<file path="config.mk">
export PLATFORM = sky130hd
export DESIGN_NAME = ps2_scan_receiver
export DESIGN_NICKNAME = d
export VERILOG_FILES = /design/src/rtl/ps2_scan_receiver.sv
export SDC_FILE = /design/constraint.sdc
export NUM_CORES = 1
export LEC_CHECK = 0
export ABC_AREA = 1
export CAP_MARGIN = 10
export CORE_ASPECT_RATIO = 0.8
export CORE_MARGIN = 2
export CORE_UTILIZATION = 55
export CTS_BUF_LIST = sky130_fd_sc_hd__clkbuf_4 sky130_fd_sc_hd__clkbuf_8
export DETAILED_ROUTE_END_ITERATION = 8
export PLACE_DENSITY_LB_ADDON = 0.1
export SKIP_CTS_REPAIR_TIMING = 1
export SYNTH_ARGS = -nofsm -noshare
export SYNTH_HDL_FRONTEND = slang
export SYNTH_SLANG_ARGS = --single-unit
export TNS_END_PERCENT = 100
</file>
<file path="constraint.sdc">
create_clock -name Clk -period 3.4 [get_ports Clk]
set_clock_uncertainty 0.15 [all_clocks]
set_input_delay 0.85 -clock Clk [delete_from_list [all_inputs] [get_ports Clk]]
set_output_delay 0.85 -clock Clk [all_outputs]
set_load 0.02 [all_outputs]
</file>
<file path="src/rtl/ps2_scan_receiver.sv">
// PS/2 device-to-host frame receiver.
// Brings the raw PS/2 clock and data pins into the Clk domain and deserialises
// 11-bit frames: start, 8 data bits LSB first, odd parity, stop.
// A watchdog discards any frame that stalls. E0 (extended) and F0 (break)
// prefix bytes are folded into flags, and one qualified scan code is emitted
// for each key event. The break flag appears on the key_release output.
module ps2_scan_receiver #(
  parameter int SYNC_STAGES    = 2,
  parameter int TIMEOUT_CYCLES = 50000,
  parameter int CNT_W          = 16
) (
  input  logic       Clk,
  input  logic       Reset,
  input  logic       psClk,
  input  logic       psData,
  output logic [7:0] scan_code,
  output logic       extended,
  output logic       key_release,
  output logic       code_valid,
  output logic       frame_err
);

  typedef enum logic [1:0] {
    S_IDLE,
    S_DATA,
    S_PARITY,
    S_STOP
  } state_t;

  localparam logic [CNT_W-1:0] WD_LAST = CNT_W'(TIMEOUT_CYCLES - 1);

  // Reset: asserted asynchronously, released synchronously.
  logic [1:0] rst_sync;
  logic       rst;

  // Synchronisers and the delayed clock sample used for edge detection.
  logic [SYNC_STAGES-1:0] clk_sync;
  logic [SYNC_STAGES-1:0] data_sync;
  logic                   clk_last;
  logic                   sync_clk;
  logic                   sync_data;
  logic                   fall;

  // Frame state.
  state_t           state;
  state_t           state_d;
  logic [7:0]       shreg;
  logic [2:0]       bit_cnt;
  logic [CNT_W-1:0] wd_cnt;
  logic             par_ok;
  logic             ext_pend;
  logic             rel_pend;

  // Per-cycle strobes from the FSM.
  logic start;
  logic shift_en;
  logic par_en;
  logic stop_en;
  logic timeout;
  logic frame_good;
  logic is_e0;
  logic is_f0;
  logic emit;
  logic drop;

  // Stretch the external reset so its release is aligned to Clk.
  always_ff @(posedge Clk or posedge Reset) begin
    if (Reset) begin
      rst_sync <= '1;
    end else begin
      rst_sync <= {rst_sync[0], 1'b0};
    end
  end

  assign rst = rst_sync[1];

  // Pin synchronisers; reset to 1 so the idle-high bus gives no false edge on release.
  always_ff @(posedge Clk or posedge rst) begin
    if (rst) begin
      clk_sync  <= '1;
      data_sync <= '1;
      clk_last  <= 1'b1;
    end else begin
      clk_sync  <= {clk_sync[SYNC_STAGES-2:0], psClk};
      data_sync <= {data_sync[SYNC_STAGES-2:0], psData};
      clk_last  <= clk_sync[SYNC_STAGES-1];
    end
  end

  assign sync_clk  = clk_sync[SYNC_STAGES-1];
  assign sync_data = data_sync[SYNC_STAGES-1];
  assign fall      = clk_last & ~sync_clk;

  // The watchdog only matters inside a frame; a fall in the expiry cycle is lost.
  assign timeout = (state != S_IDLE) && (wd_cnt == WD_LAST);

  // Frame state register.
  always_ff @(posedge Clk or posedge rst) begin
    if (rst) begin
      state <= S_IDLE;
    end else begin
      state <= state_d;
    end
  end

  // Next-state logic and per-bit strobes, advancing once per psClk falling edge.
  always_comb begin
    state_d  = state;
    start    = 1'b0;
    shift_en = 1'b0;
    par_en   = 1'b0;
    stop_en  = 1'b0;
    if (timeout) begin
      state_d = S_IDLE;
    end else if (fall) begin
      case (state)
        S_IDLE: begin
          // A falling edge with data high is not a start bit; ignore it.
          if (!sync_data) begin
            state_d = S_DATA;
            start   = 1'b1;
          end
        end
        S_DATA: begin
          shift_en = 1'b1;
          if (bit_cnt == 3'd7) begin
            state_d = S_PARITY;
          end
        end
        S_PARITY: begin
          par_en  = 1'b1;
          state_d = S_STOP;
        end
        S_STOP: begin
          stop_en = 1'b1;
          state_d = S_IDLE;
        end
        default: state_d = S_IDLE;
      endcase
    end
  end

  assign frame_good = stop_en & sync_data & par_ok;
  assign is_e0      = (shreg == 8'hE0);
  assign is_f0      = (shreg == 8'hF0);
  assign emit       = frame_good & ~is_e0 & ~is_f0;
  assign drop       = (stop_en & ~(sync_data & par_ok)) | timeout;

  // Shift register, bit counter, parity latch and watchdog.
  always_ff @(posedge Clk or posedge rst) begin
    if (rst) begin
      shreg   <= '0;
      bit_cnt <= '0;
      par_ok  <= 1'b0;
      wd_cnt  <= '0;
    end else begin
      if (start) begin
        bit_cnt <= '0;
      end else if (shift_en) begin
        bit_cnt <= bit_cnt + 3'd1;
      end
      if (shift_en) begin
        shreg <= {sync_data, shreg[7:1]};
      end
      if (par_en) begin
        par_ok <= ^{shreg, sync_data};
      end
      if ((state == S_IDLE) || fall) begin
        wd_cnt <= '0;
      end else begin
        wd_cnt <= wd_cnt + CNT_W'(1);
      end
    end
  end

  // Prefix flags survive idle time and are consumed by a data byte or an error.
  always_ff @(posedge Clk or posedge rst) begin
    if (rst) begin
      ext_pend <= 1'b0;
      rel_pend <= 1'b0;
    end else if (drop || emit) begin
      ext_pend <= 1'b0;
      rel_pend <= 1'b0;
    end else if (frame_good) begin
      if (is_e0) begin
        ext_pend <= 1'b1;
      end
      if (is_f0) begin
        rel_pend <= 1'b1;
      end
    end
  end

  // Output registers: one-cycle strobes plus scan code fields held until the next event.
  always_ff @(posedge Clk or posedge rst) begin
    if (rst) begin
      scan_code   <= '0;
      extended    <= 1'b0;
      key_release <= 1'b0;
      code_valid  <= 1'b0;
      frame_err   <= 1'b0;
    end else begin
      code_valid <= emit;
      frame_err  <= drop;
      if (emit) begin
        scan_code   <= shreg;
        extended    <= ext_pend;
        key_release <= rel_pend;
      end
    end
  end

endmodule

</file>
======== Word-level counts from Yosys, hierarchy flattened ========
Cells that the tools add are included.
word-level totals
  bits in registers ....................... 51
  latch bits .............................. 0
  bits in writable memories ............... 0
  ROM bits ................................ 0
  bits of input ports ..................... 4
  word-level logic and storage cells ...... 80
  memories ................................ 0
cells by class
  add/subtract/negate cells ............... 2
  multipliers ............................. 0
  divide/modulo/power cells ............... 0
  order comparisons ....................... 0
  equal/unequal tests ..................... 9
  shifts and indexed selects .............. 0
  muxes and demuxes ....................... 27
  bitwise gates (word level) .............. 12
  reduce and logical (&&, ||, !) cells .... 14
operators by type and width
  kind                   count
  $mux 1                 19
  $add 16x1->16 const B  1
  $eq 16x16->1 const B   1
  $eq 8x8->1 const B     2
  $mux 16                1
  $reduce_bool 2->1      6
  $reduce_xor 9->1       1
  $mux 2                 4
  $pmux 2 s4             1
  $and 1x1->1            7
  $mux 3                 2
  $ne 3x3->1 const B     2
  $eq 2x2->1 const B     2
  $not 1->1              4
  $reduce_and 2->1       2
  $add 3x1->3 const B    1
  $eq 3x3->1 const B     1
  $reduce_and 3->1       1
  $eq 2x1->1 const B     1
  $logic_not 2->1        1
  $logic_or 1x1->1       2
  $logic_and 1x1->1      1
  $or 1x1->1             1

======== Depth between registers and ports, before layout ========
  word-level depth ........................ 11
  gate-level depth with buffers ........... 10
  mapped depth without buffers ............ 10

======== Worst setup path before layout ========
Ideal clock, no wire load.
  kind .................................... reg2reg
  from .................................... register state[0]
  to ...................................... register scan_code[4]
  setup time .............................. 122 ps
  arrival time ............................ 1437 ps
  required time ........................... 3128 ps
  path slack .............................. 1691 ps
  stages on the path, launching flop included .. 10
  path buffers ............................ 1
  period minus slack after synthesis ...... 1709 ps
  cells stage by stage .................... dfrtp_1 > inv_1 > ha_1 > inv_2 > nand3_1 > nor2_1 > nand3_4 > nand4_2 > buf_4 > o21ai_1
between the ends
  word-level cells in the longest chain between the ends .. 8
  elaborated cells on any way between the ends .. 10
  those cells by class .................... eq/ne: 1; mux: 3; bitwise: 4; reduce/logical: 2
RTL lines
  what                         line  source
  start, declared              45    state_t state;
  start signal, assigned       102   state <= state_d;
  $eq 2x2->1                   116   case (state)
  $mux 1                       116
  $mux 1                       115   end else if (fall) begin
  $mux 1 *                     113   if (timeout) begin
  $and 1x1->1 * (2 in series)  143   assign frame_good = stop_en & sync_data & par_ok;
  $and 1x1->1 * (2 in series)  146   assign emit = frame_good & ~is_e0 & ~is_f0;
  end signal, assigned         206   scan_code <= shreg;
  end, declared                16    output logic [7:0] scan_code,
Every way passes the cells marked *; elsewhere a longest branch is shown, timed or not.
A chain may end at the register's enable or synchronous reset.

======== Final worst setup path ========
  from .................................... register scan_code[2]
  to ...................................... output scan_code[2]
No word-level cell between the ends.

==> summary.txt <==
Outcome
  • Status: finished clean

Worst setup path
  • WP buf/inv: 1
  • Slowest CP cell: clkdlybuf4s50_1
  • Crit end category: output pin
  • WS Path Type: reg2out
  • Crit-path cells: clkdlybuf4s50_1
  • FF-to-FF Start: state[0]$_DFFE_PP0P_
  • Largest stage delay, worst path: 0.61 ns
  • Crit-path max FO: 2
  • CP top delay family: buffers and inverters
  • Worst EP required: 2.40 ns
  • Arr. time, crit path: 1.28 ns
  • Startpoint Class: register
  • Crit path launch: scan_code[2]$_DFFE_PP0P_

Clocking
  • CTS root buf: clkbuf_8
  • CTS sink cnt: 51
  • Latest clock arrival within the worst-skew pair: 0.30 ns
  • CTS tree: done
  • Reg clk slew, reported paths: 0.09 ns
  • H-tree Lvls: 2
  • Clk buf depth: 2
  • CTS buffer count: 5

Place
  • Worst slack, placed: 1.338 ns
  • Post-DP HPWL: 3186 µm
  • GPL Wtd Cong: 0.8503
  • PortBufs: 15

Finish
  • Share of cells above drive strength 1: 8.599%
  • # nets final: 325
  • # fillers: 360
  • Util after Layout: 64.24%
  • Antenna fix cells: 0
  • Area Overhead vs Synth: 11.44%

GRT
  • Grt met2 use: 28.45%
  • Met3 GRT Util: 4.871%
  • Via count of the first global-routing pass: 1710
  • Largest net degree at the start of global routing: 50
  • Initial antenna violation count: 0
  • Peak-usage layer in the global routing report: met1
  • GRT Total Usage: 20.04%
  • First-pass GRT wire length: 7734 µm
  • Total global routing overflow: 0
  • Met1 Usage GRT: 29.41%

Floorplan
  • Io pins: 16
  • Row count: 21
  • Die height: 63.56 µm
  • Placeable Area: 4230 µm²
  • Initial Util: 57.65%
  • Width of the chip: 78.45 µm
  • Die Area: 4986 µm²

STA
  • Post-route setup TNS: 0 ns
  • Final hold vios: 0
  • Fmax: 438.1 MHz
  • Post-route minimum period: 2.283 ns
  • Rel. slew slack: 34.07%
  • RSZ-0062 raised after global routing: no
  • Fin Hold WS: 0.2090 ns
  • Fin crit share: 67.14%
  • Final Slew Violations: 0
  • Final setup fails: 0
  • Setup ws final: 1.117 ns
  • Worst-Margin Slew: 0.9875 ns

Synth
  • Syn avg cell area: 8.266 µm²
  • Synth area leader: dfrtp_1
  • Yosys top cell area share: 45.15%
  • Post-synth EDFFs: 0
  • Syn_nets: 307
  • Predominant post-synthesis flop cell: dfrtp_1
  • Syn Std Cell Area: 2439 µm²
  • Top-count cell post-synth: nand2_1
  • Syn Inst Count: 295
  • Top cells by area, synth: dfrtp_1 (45%), nand2_1 (13%), dfstp_2 (7.5%), inv_1 (5.8%), o21ai_1 (5.3%)
  • Sequential-to-total area share from yosys stat: 52.69%
  • Yosys reg bits: 51
  • Top post-synthesis cells by count: nand2_1 (83), dfrtp_1 (44), inv_1 (38)
  • Synth Warn #: 0
  • Yosys cell types: 25
  • Post-synth ARST share: 100.0%

Job
  • Max Cap Viol: 0

Drt
  • WL final: 4417 µm
  • 1st-iter DRT viols: 139
  • Drt wl/cell: 11.91 µm
  • Vias per cell: 4.914
  • Post-DRT Antenna Nets: 0
  • First-pass DRT Iterations: 6
  • DRC violations left: 0
  • Total number of vias: 1823

Pwr
  • Overall power: 0.001629 W
  • VDD IR-drop max: 0.3434 mV
  • Power density of the placed cells: 599.4 nW/µm²
  • Lkg Pwr: 1.290 nW

Worst hold path
  • Worst min path class: reg2reg
  • Min-delay src: data_sync[0]$_DFF_PP1_
## cell type report
| class | instances | area, µm² | share of cell area (%) |
|---|---|---|---|
| tap | 57 | 71.32 | 2.624 |
| multi-input combinational | 199 | 962.2 | 35.41 |
| clock buffer | 7 | 90.09 | 3.315 |
| inverter | 41 | 153.9 | 5.663 |
| clock inverter | 1 | 5.005 | 0.1842 |
| sequential | 51 | 1285 | 47.28 |
| timing repair buffer | 15 | 150.1 | 5.525 |
## metal layers
layer | vias up | routed length [µm] | part of all wire [%]
met5 | - | 0 | 0
met4 | 0 | 68 | 1.5
met3 | 8 | 126 | 2.9
met2 | 25 | 1823 | 41
met1 | 832 | 2399 | 54
li1 | 958 | - | -
## stage by stage
step	area [µm²]	std cells
after floorplan	2439	295
after global placement	2623	363
after detailed placement	2623	363
after CTS	2718	371
after global routing	2718	371
final	2718	371
## power breakdown
| part | internal (W) | total, W | switching (W) |
|---|---|---|---|
| clock network | 0.000173 | 0.000365 | 0.000193 |
| registers | 0.000698 | 0.000773 | 0.0000746 |
| logic | 0.000175 | 0.000491 | 0.000316 |
## cells by family (layout without fill, tap and decap cells)
kind of cell / Yosys count / in the layout / share of synthesized area [%]
compound gates: 44 / 44 / 9.184
xor+xnor: 4 / 4 / 1.437
fa+ha+maj: 8 / 8 / 4.105
buf+inv: 45 / 64 / 7.850
flops: 51 / 51 / 52.69
other cells: 1 / 1 / 0.1538
simple gates: 142 / 142 / 24.58
## flip-flops by register name, indices dropped and copies added, names as in the netlist
| register | cells |
|---|---|
| bit_cnt | 3 |
| par_ok | 1 |
| clk_sync | 2 |
| clk_last | 1 |
| wd_cnt | 16 |
| shreg | 8 |
| key_release | 1 |
| rel_pend | 1 |
| code_valid | 1 |
| frame_err | 1 |
| rst_sync | 2 |
| data_sync | 2 |
| ext_pend | 1 |
| scan_code | 8 |
| extended | 1 |
| state | 2 |
## path summary, 6_finish.rpt
| check | end | slack (ns) | cells after the start |
|---|---|---|---|
| max | scan_code[2] | 1.12 | 1 |
| min | data_sync[1]$_DFF_PP1_ | 0.21 | 0 |
| max reg2reg | ext_pend$_DFFE_PP0P_ | 1.33 | 9 |
| min reg2reg | data_sync[1]$_DFF_PP1_ | 0.21 | 0 |
| max in group asynchronous | wd_cnt[8]$_DFF_PP0_ | 2.14 | 1 |
| min in group asynchronous | wd_cnt[1]$_DFF_PP0_ | 0.34 | 1 |
## layout by cell type (no fill, tap or decap)
| cell type | n |
|---|---|
| nand2_1 | 83 |
| dfrtp_1 | 44 |
| inv_1 | 37 |
| nor2_1 | 31 |
| o21ai_1 | 26 |
| clkdlybuf4s50_1 | 15 |
| nand3_1 | 11 |
| a21oi_1 | 11 |
| ha_1 | 8 |
| nor3_1 | 7 |
| dfstp_2 | 7 |
| o21ai_0 | 6 |
| clkbuf_8 | 6 |
| inv_2 | 4 |
| nor2_2 | 4 |
| xor2_1 | 3 |
| nand3_4 | 1 |
| nand4_2 | 1 |
| nand2_2 | 1 |
| a21oi_2 | 1 |
| nand4_1 | 1 |
| nor4_1 | 1 |
| nand3b_1 | 1 |
| xnor2_1 | 1 |
| clkinv_2 | 1 |
| clkbuf_4 | 1 |
| conb_1 | 1 |
Power figures use the tool's default switching activity.
